**src/rtl/paint_pkg.sv**
```systemverilog
// Shared paint-pipeline definitions: canvas size, colour codes and brush speed states.
// frame_buffer decodes color_t, so its encoding must stay fixed.
package paint_pkg;

    localparam int unsigned H_ACTIVE = 640;
    localparam int unsigned V_ACTIVE = 360;

    typedef enum logic [3:0] {
        BLACK = 4'd0,
        WHITE = 4'd1,
        RED   = 4'd2,
        GREEN = 4'd3,
        BLUE  = 4'd4
    } color_t;

    typedef enum logic [1:0] {
        S_IDLE = 2'd0,
        S_HOLD = 2'd1,
        S_MAX  = 2'd2
    } speed_state_t;

    function automatic color_t next_color(input color_t c);
        return (c == BLUE) ? BLACK : color_t'(c + 4'd1);
    endfunction

endpackage

```
**src/rtl/axis_stepper.sv**
```systemverilog
// Combinational single-axis step: moves a coordinate by +/-speed and clamps it to 0..LIMIT-1.
module axis_stepper #(
    parameter int unsigned LIMIT   = 640,
    parameter int unsigned W       = 10,
    parameter int unsigned SPEED_W = 4
) (
    input  logic [W-1:0]       coord_in,
    input  logic signed [1:0]  dir_in,
    input  logic [SPEED_W-1:0] speed_in,
    output logic [W-1:0]       coord_out
);

    localparam logic signed [11:0] MAX_C = 12'(LIMIT - 1);

    logic signed [11:0] w_pos;
    logic signed [11:0] w_step;
    logic signed [11:0] w_sum;

    // 12-bit signed headroom keeps both underflow and overflow visible to the clamp.
    assign w_pos  = $signed(12'(coord_in));
    assign w_step = $signed(12'(speed_in));

    always_comb begin
        w_sum = w_pos;
        case (dir_in)
            2'b01:   w_sum = w_pos + w_step;
            2'b11:   w_sum = w_pos - w_step;
            default: w_sum = w_pos;
        endcase
    end

    always_comb begin
        coord_out = w_sum[W-1:0];
        if (w_sum < 12'sd0) begin
            coord_out = '0;
        end else if (w_sum > MAX_C) begin
            coord_out = MAX_C[W-1:0];
        end
    end

endmodule

```
**src/rtl/brush_controller.sv**
```systemverilog
// Per-frame brush state: accelerating cursor, colour cycling, pen and size latches.
// Every output changes only in the cycle after an nf_in pulse.
module brush_controller #(
    parameter int unsigned H_ACTIVE     = paint_pkg::H_ACTIVE,
    parameter int unsigned V_ACTIVE     = paint_pkg::V_ACTIVE,
    parameter int unsigned MAX_STEP     = 8,
    parameter int unsigned ACCEL_FRAMES = 4
) (
    input  logic       pixel_clk_in,
    input  logic       rst_n_in,
    input  logic       nf_in,
    input  logic [3:0] dir_btn_in,
    input  logic       draw_btn_in,
    input  logic       color_btn_in,
    input  logic [2:0] sw_in,
    output logic [9:0] x_out,
    output logic [8:0] y_out,
    output logic [3:0] color_out,
    output logic [2:0] sw_out,
    output logic       brush_en_out
);

    import paint_pkg::*;

    localparam int unsigned SPEED_W = $clog2(MAX_STEP + 1);
    localparam int unsigned CNT_W   = (ACCEL_FRAMES > 1) ? $clog2(ACCEL_FRAMES) : 1;
    localparam logic [SPEED_W-1:0] SPEED_ONE = SPEED_W'(1);
    localparam logic [SPEED_W-1:0] SPEED_MAX = SPEED_W'(MAX_STEP);
    localparam logic [CNT_W-1:0]   CNT_LAST  = CNT_W'(ACCEL_FRAMES - 1);
    localparam logic [9:0]         X_RST     = 10'(H_ACTIVE / 2);
    localparam logic [8:0]         Y_RST     = 9'(V_ACTIVE / 2);

    logic [9:0]         r_x;
    logic [8:0]         r_y;
    color_t             r_color;
    logic [2:0]         r_sw;
    logic               r_en;
    logic               r_pend;
    logic               r_color_prev;
    speed_state_t       r_state;
    logic [SPEED_W-1:0] r_speed;
    logic [CNT_W-1:0]   r_cnt;

    logic signed [1:0]  w_dx;
    logic signed [1:0]  w_dy;
    logic               w_moving;
    logic               w_color_edge;
    logic [9:0]         w_x_next;
    logic [8:0]         w_y_next;
    speed_state_t       w_state_d;
    logic [SPEED_W-1:0] w_speed_d;
    logic [CNT_W-1:0]   w_cnt_d;
    logic [SPEED_W-1:0] w_base_speed;
    logic [CNT_W-1:0]   w_base_cnt;

    // dir_btn_in = {up, down, left, right}
    assign w_dx = $signed({1'b0, dir_btn_in[0]}) - $signed({1'b0, dir_btn_in[1]});
    assign w_dy = $signed({1'b0, dir_btn_in[2]}) - $signed({1'b0, dir_btn_in[3]});
    assign w_moving     = (w_dx != 2'sd0) || (w_dy != 2'sd0);
    assign w_color_edge = color_btn_in & ~r_color_prev;

    axis_stepper #(
        .LIMIT   (H_ACTIVE),
        .W       (10),
        .SPEED_W (SPEED_W)
    ) u_step_x (
        .coord_in  (r_x),
        .dir_in    (w_dx),
        .speed_in  (r_speed),
        .coord_out (w_x_next)
    );

    axis_stepper #(
        .LIMIT   (V_ACTIVE),
        .W       (9),
        .SPEED_W (SPEED_W)
    ) u_step_y (
        .coord_in  (r_y),
        .dir_in    (w_dy),
        .speed_in  (r_speed),
        .coord_out (w_y_next)
    );

    // The frame that starts a hold counts as its first held frame.
    always_comb begin
        w_state_d    = r_state;
        w_speed_d    = r_speed;
        w_cnt_d      = r_cnt;
        w_base_speed = (r_state == S_IDLE) ? SPEED_ONE : r_speed;
        w_base_cnt   = (r_state == S_IDLE) ? '0 : r_cnt;
        if (!w_moving) begin
            w_state_d = S_IDLE;
            w_speed_d = SPEED_ONE;
            w_cnt_d   = '0;
        end else if (r_state != S_MAX) begin
            w_speed_d = w_base_speed;
            w_cnt_d   = w_base_cnt + CNT_W'(1);
            if (w_base_cnt == CNT_LAST) begin
                w_cnt_d = '0;
                if (w_base_speed < SPEED_MAX) begin
                    w_speed_d = w_base_speed + SPEED_ONE;
                end
            end
            w_state_d = (w_speed_d >= SPEED_MAX) ? S_MAX : S_HOLD;
        end
    end

    always_ff @(posedge pixel_clk_in or negedge rst_n_in) begin
        if (!rst_n_in) begin
            r_x          <= X_RST;
            r_y          <= Y_RST;
            r_color      <= WHITE;
            r_sw         <= '0;
            r_en         <= 1'b0;
            r_pend       <= 1'b0;
            r_color_prev <= 1'b0;
            r_state      <= S_IDLE;
            r_speed      <= SPEED_ONE;
            r_cnt        <= '0;
        end else begin
            r_color_prev <= color_btn_in;
            if (nf_in) begin
                r_x     <= w_x_next;
                r_y     <= w_y_next;
                r_sw    <= sw_in;
                r_en    <= draw_btn_in;
                r_state <= w_state_d;
                r_speed <= w_speed_d;
                r_cnt   <= w_cnt_d;
                r_pend  <= 1'b0;
                if (r_pend || w_color_edge) begin
                    r_color <= next_color(r_color);
                end
            end else if (w_color_edge) begin
                r_pend <= 1'b1;
            end
        end
    end

    assign x_out        = r_x;
    assign y_out        = r_y;
    assign color_out    = r_color;
    assign sw_out       = r_sw;
    assign brush_en_out = r_en;

endmodule
```
**config.mk**
```make
export PLATFORM = sky130hd
export DESIGN_NAME = brush_controller
export DESIGN_NICKNAME = d
export VERILOG_FILES = /design/src/rtl/paint_pkg.sv /design/src/rtl/axis_stepper.sv /design/src/rtl/brush_controller.sv
export SDC_FILE = /design/constraint.sdc
export NUM_CORES = 1
export LEC_CHECK = 0
export BUFFER_PORTS_ARGS = -buffer_cell sky130_fd_sc_hd__buf_2
export CORE_MARGIN = 2
export CORE_UTILIZATION = 50
export CTS_CLUSTER_SIZE = 20
export DETAILED_ROUTE_END_ITERATION = 8
export GPL_TIMING_DRIVEN = 0
export PLACE_DENSITY_LB_ADDON = 0.1
export SLEW_MARGIN = 20
export SYNTH_ARGS = -nofsm -noshare
export SYNTH_HDL_FRONTEND = slang
export SYNTH_HIERARCHICAL = 1
export SYNTH_SLANG_ARGS = --single-unit
```
**constraint.sdc**
```tcl
create_clock -name pixel_clk_in -period 2.93 [get_ports pixel_clk_in]
set_clock_uncertainty 0.05 [all_clocks]
set_input_delay 0.1465 -clock pixel_clk_in [delete_from_list [all_inputs] [get_ports pixel_clk_in]]
set_output_delay 0.1465 -clock pixel_clk_in [all_outputs]
set_load 0.02 [all_outputs]
```
==> metrics.md <==
| Metric | Value |
|---|---|
| Status | `finished, final reports clean` |
| GR Overflow Total | `0` |
| Asr flop ratio synth | `1.000` |
| Post-route antenna net violation count | `0` |
| Top_reg_cell synth | `dfrtp_1` |
| Netlist cell types | `75` |
| GP Congestion | `slightly above 0.8` |
| YS warnings | `6` |
| DIE AREA | `between 7000 and 8000 µm²` |
| Tightest Hold Check Type | `input pin to flop` |
| Endpoint class of the critical path | `flop` |
| Vias in the first global route | `around 2500` |
| Share of post-route cells with drive strength above 1 | `0.3703` |
| Sequential cell area | `between 900 and 1000 µm²` |
| Antenna cells | `0` |
| Clk pin slew, worst setup/hold paths | `approximately 0.07 ns` |
| 1st-iter DRT viols | `96` |
| Detailed placement HPWL | `between 5000 and 6000 µm` |
| # rows | `29` |
| Final slew viol count | `0` |
| TritonCTS Sinks | `37` |
| Netlist Area Pre-Place | `approximately 3300 µm²` |
| Longest Clk Path Bufs | `2` |
| Register area share after synthesis | `0.2858` |
| Non-Filler Instances | `474` |
| Max cap viols | `0` |
| DRC | `0` |
| Final setup fails | `0` |
| Largest net degree at the start of global routing | `38` |
| DRT Wirelength | `7438 µm` |
| Area Overhead vs Synth | `18.72%` |
| Die X | `between 80 and 90 µm` |
| CP Capture Point | `y_out[1]$_DFFE_PN0P_` |
| DRT Pass-1 Iters | `4` |
| Port bufs | `38` |
| Period Utilization, post-route | `0.9975` |
| EDFF count, synth | `0` |
| Slew @ Worst Pin | `~0.79 ns` |
| R2r setup slk | `slightly above 0.007 ns` |
| CTS tree | `yes` |
| CP max FO | `7` |
| Crit path launch type | `flop` |
| Synthesis-stage register bit count | `37` |
| Cell count after synthesis | `~340` |
| Peak supply drop | `0.0005465 V` |
| Final Util | `0.6122` |
| Multi-input gate area | `approximately 2300 µm²` |
| Worst EP arrival | `3.04 ns` |
| Minimum clock period | `slightly below 3 ns` |
| Pleak | `around 1.7 nW` |
| Post-DR wirelength/cell | `approximately 16 µm` |
| Final #Nets | `around 430` |
| Drt via density | `about 5.8` |
| TritonCTS buffer count | `5` |
| Worst setup startpoint | `r_speed[0]$_DFFE_PN1P_` |
| RSZ-0062 raised after global routing | `yes` |
| Global Route Usage Sum | `0.2079` |
| CTS Root Cell | `clkbuf_8` |
| DIE HEIGHT | `84.93 µm` |
| H-tree levels | `2` |
| R2R cell count | `10` |
| Inst Count DP | `between 400 and 500` |
| Clk_lat worst skew | `0.28 ns` |
| Critical path type | `flop to flop` |
| First-pass GRT wire length | `between 10000 and 15000 µm` |
| Design area | `between 3000 and 4000 µm²` |
| CORE AREA | `~6300 µm²` |
| RR Startpoint | `r_speed[0]$_DFFE_PN1P_` |
| Initial antenna violation count | `0` |
| Syn_nets | `about 380` |
| Final hold violations | `0` |
| Crit path required time | `~3 ns` |
| Placed inst area | `3561 µm²` |
| Crit Reg-Reg Endpoint | `y_out[1]$_DFFE_PN0P_` |
| Hold Crit Depth | `2` |
| Filler cell count | `545` |
| Starting Density | `0.5157` |
| Via Count | `between 2000 and 3000` |
| Boundary pin count | `39` |
| Achievable frequency | `342.1 MHz` |
| Avg Cell Area, Syn | `between 9 and 10 µm²` |
| Worst slew margin | `0.4692` |
| PD cells | `979.6 nW/µm²` |
## routing by layer
| layer | GRT usage | vias to the layer above | wire (µm) |
|---|---|---|---|
| met4 | 0.03608 | 0 | 14 |
| li1 | - | 1374 | - |
| met5 | 0 | - | 0 |
| met1 | 0.3023 | 1329 | 3657 |
| met3 | 0.03891 | 2 | 230 |
| met2 | 0.3293 | 55 | 3534 |
## stage by stage
stage | setup slack [ns] | TNS [ns] | hold WS (ns) | power, mW
floorplan | 0.1643 | 0 | -0.1991 | 2.635
global placement | -0.1725 | -1.723 | 0.2162 | 3.113
detailed placement | -0.2673 | -2.386 | 0.2178 | 3.169
CTS | 0.008139 | 0 | 0.03630 | 3.572
global route | -0.08236 | -0.7624 | 0.04007 | 4.138
finish | 0.007280 | 0 | 0.04830 | 3.808
## flip-flops by register name (all words and copies together), names as in the netlist
| signal | cells |
|---|---|
| x_out | 10 |
| y_out | 9 |
| color_out | 4 |
| r_speed | 4 |
| sw_out | 3 |
| r_cnt | 2 |
| r_state | 2 |
| brush_en_out | 1 |
| r_color_prev | 1 |
| r_pend | 1 |
## cell type report
type                            instances  area share
Inverter                               31     0.02993
Tap cell                               77     0.02478
Timing Repair Buffer                   51     0.07724
Clock inverter                          2    0.002575
Multi-Input combinational cell        258      0.5842
Clock buffer                            6     0.01867
Buffer                                 12     0.02124
Sequential cell                        37      0.2414
## cell usage in the layout (no fill, tap or decap), drive strengths merged, types with 5 or more instances in the layout
cell type  instances
inv               31
buf               60
nand2b             6
o22ai              6
o21ai             26
nand2             18
clkbuf             7
nor2b             13
xor2               5
mux2i              5
ha                21
nand3              7
dfstp              8
nor2              17
dfrtp             29
a211oi             7
a21oi             15
nor3               6
mux2              24
a21o               5
## worst max-delay path, stage by stage, from the launching register on
cell and delay, ns:
dfstp_2 0.61, ha_2 0.21, inv_1 0.05, fa_2 0.36
a21o_4 0.24, a2111oi_4 0.39, buf_4 0.18, a31oi_4 0.14
a21oi_2 0.20, a211oi_2 0.07, mux2_2 0.29
## how the worst min path moves through the flow
| stage | start | endpoint | slack (ns) |
|---|---|---|---|
| 2_1_floorplan | rst_n_in | brush_en_out$_DFFE_PN0P_ | -0.20 |
| 3_3_place_gp | color_btn_in | r_color_prev$_DFF_PN0_ | 0.22 |
| 3_5_place_dp | color_btn_in | r_color_prev$_DFF_PN0_ | 0.22 |
| 4_1_cts | sw_in[0] | sw_out[0]$_DFFE_PN0P_ | 0.04 |
| 5_1_grt | sw_in[2] | sw_out[2]$_DFFE_PN0P_ | 0.04 |
| 6_report | sw_in[1] | sw_out[1]$_DFFE_PN0P_ | 0.05 |
## power breakdown
group / switching [mW] / internal (mW) / total [mW]
Combinational: 1.33 / 1.10 / 2.44
Sequential: 0.308 / 0.735 / 1.04
Clock: 0.165 / 0.165 / 0.330
## synthesized netlist by cell type (6+ instances only)
master,count,area share
a211oi_1,7,0.016
a21oi_1,14,0.021
buf_2,6,0.0092
dfrtp_1,29,0.22
dfstp_2,8,0.064
ha_1,21,0.080
inv_1,29,0.033
mux2_2,24,0.083
nand2_1,18,0.021
nand3_1,7,0.011
nor2_1,17,0.019
nor2b_1,13,0.025
o21ai_0,21,0.032
o22ai_1,6,0.011
## cell families (layout without fill, tap and decap cells)
logic type | Yosys count | in the layout | share of synthesized area
muxes | 29 | 29 | 0.09782
adders and majority gates | 25 | 25 | 0.1047
AOI/OAI and AO/OA | 102 | 102 | 0.2449
buffers and inverters | 43 | 102 | 0.06075
and+or+nand+nor | 93 | 93 | 0.1819
xor gates and xnor gates | 9 | 9 | 0.02407
DFF | 37 | 37 | 0.2858
## timing repair
item                                   in CTS  in global routing
endpoints found under the hold margin      30                  0
gates resized for setup                     7                 28
setup endpoints to repair                  17                 17
hold buffers                                2                  0
buffers inserted                            4                  7
pin swaps                                   2                 12
Power figures use the tool's default switching activity.
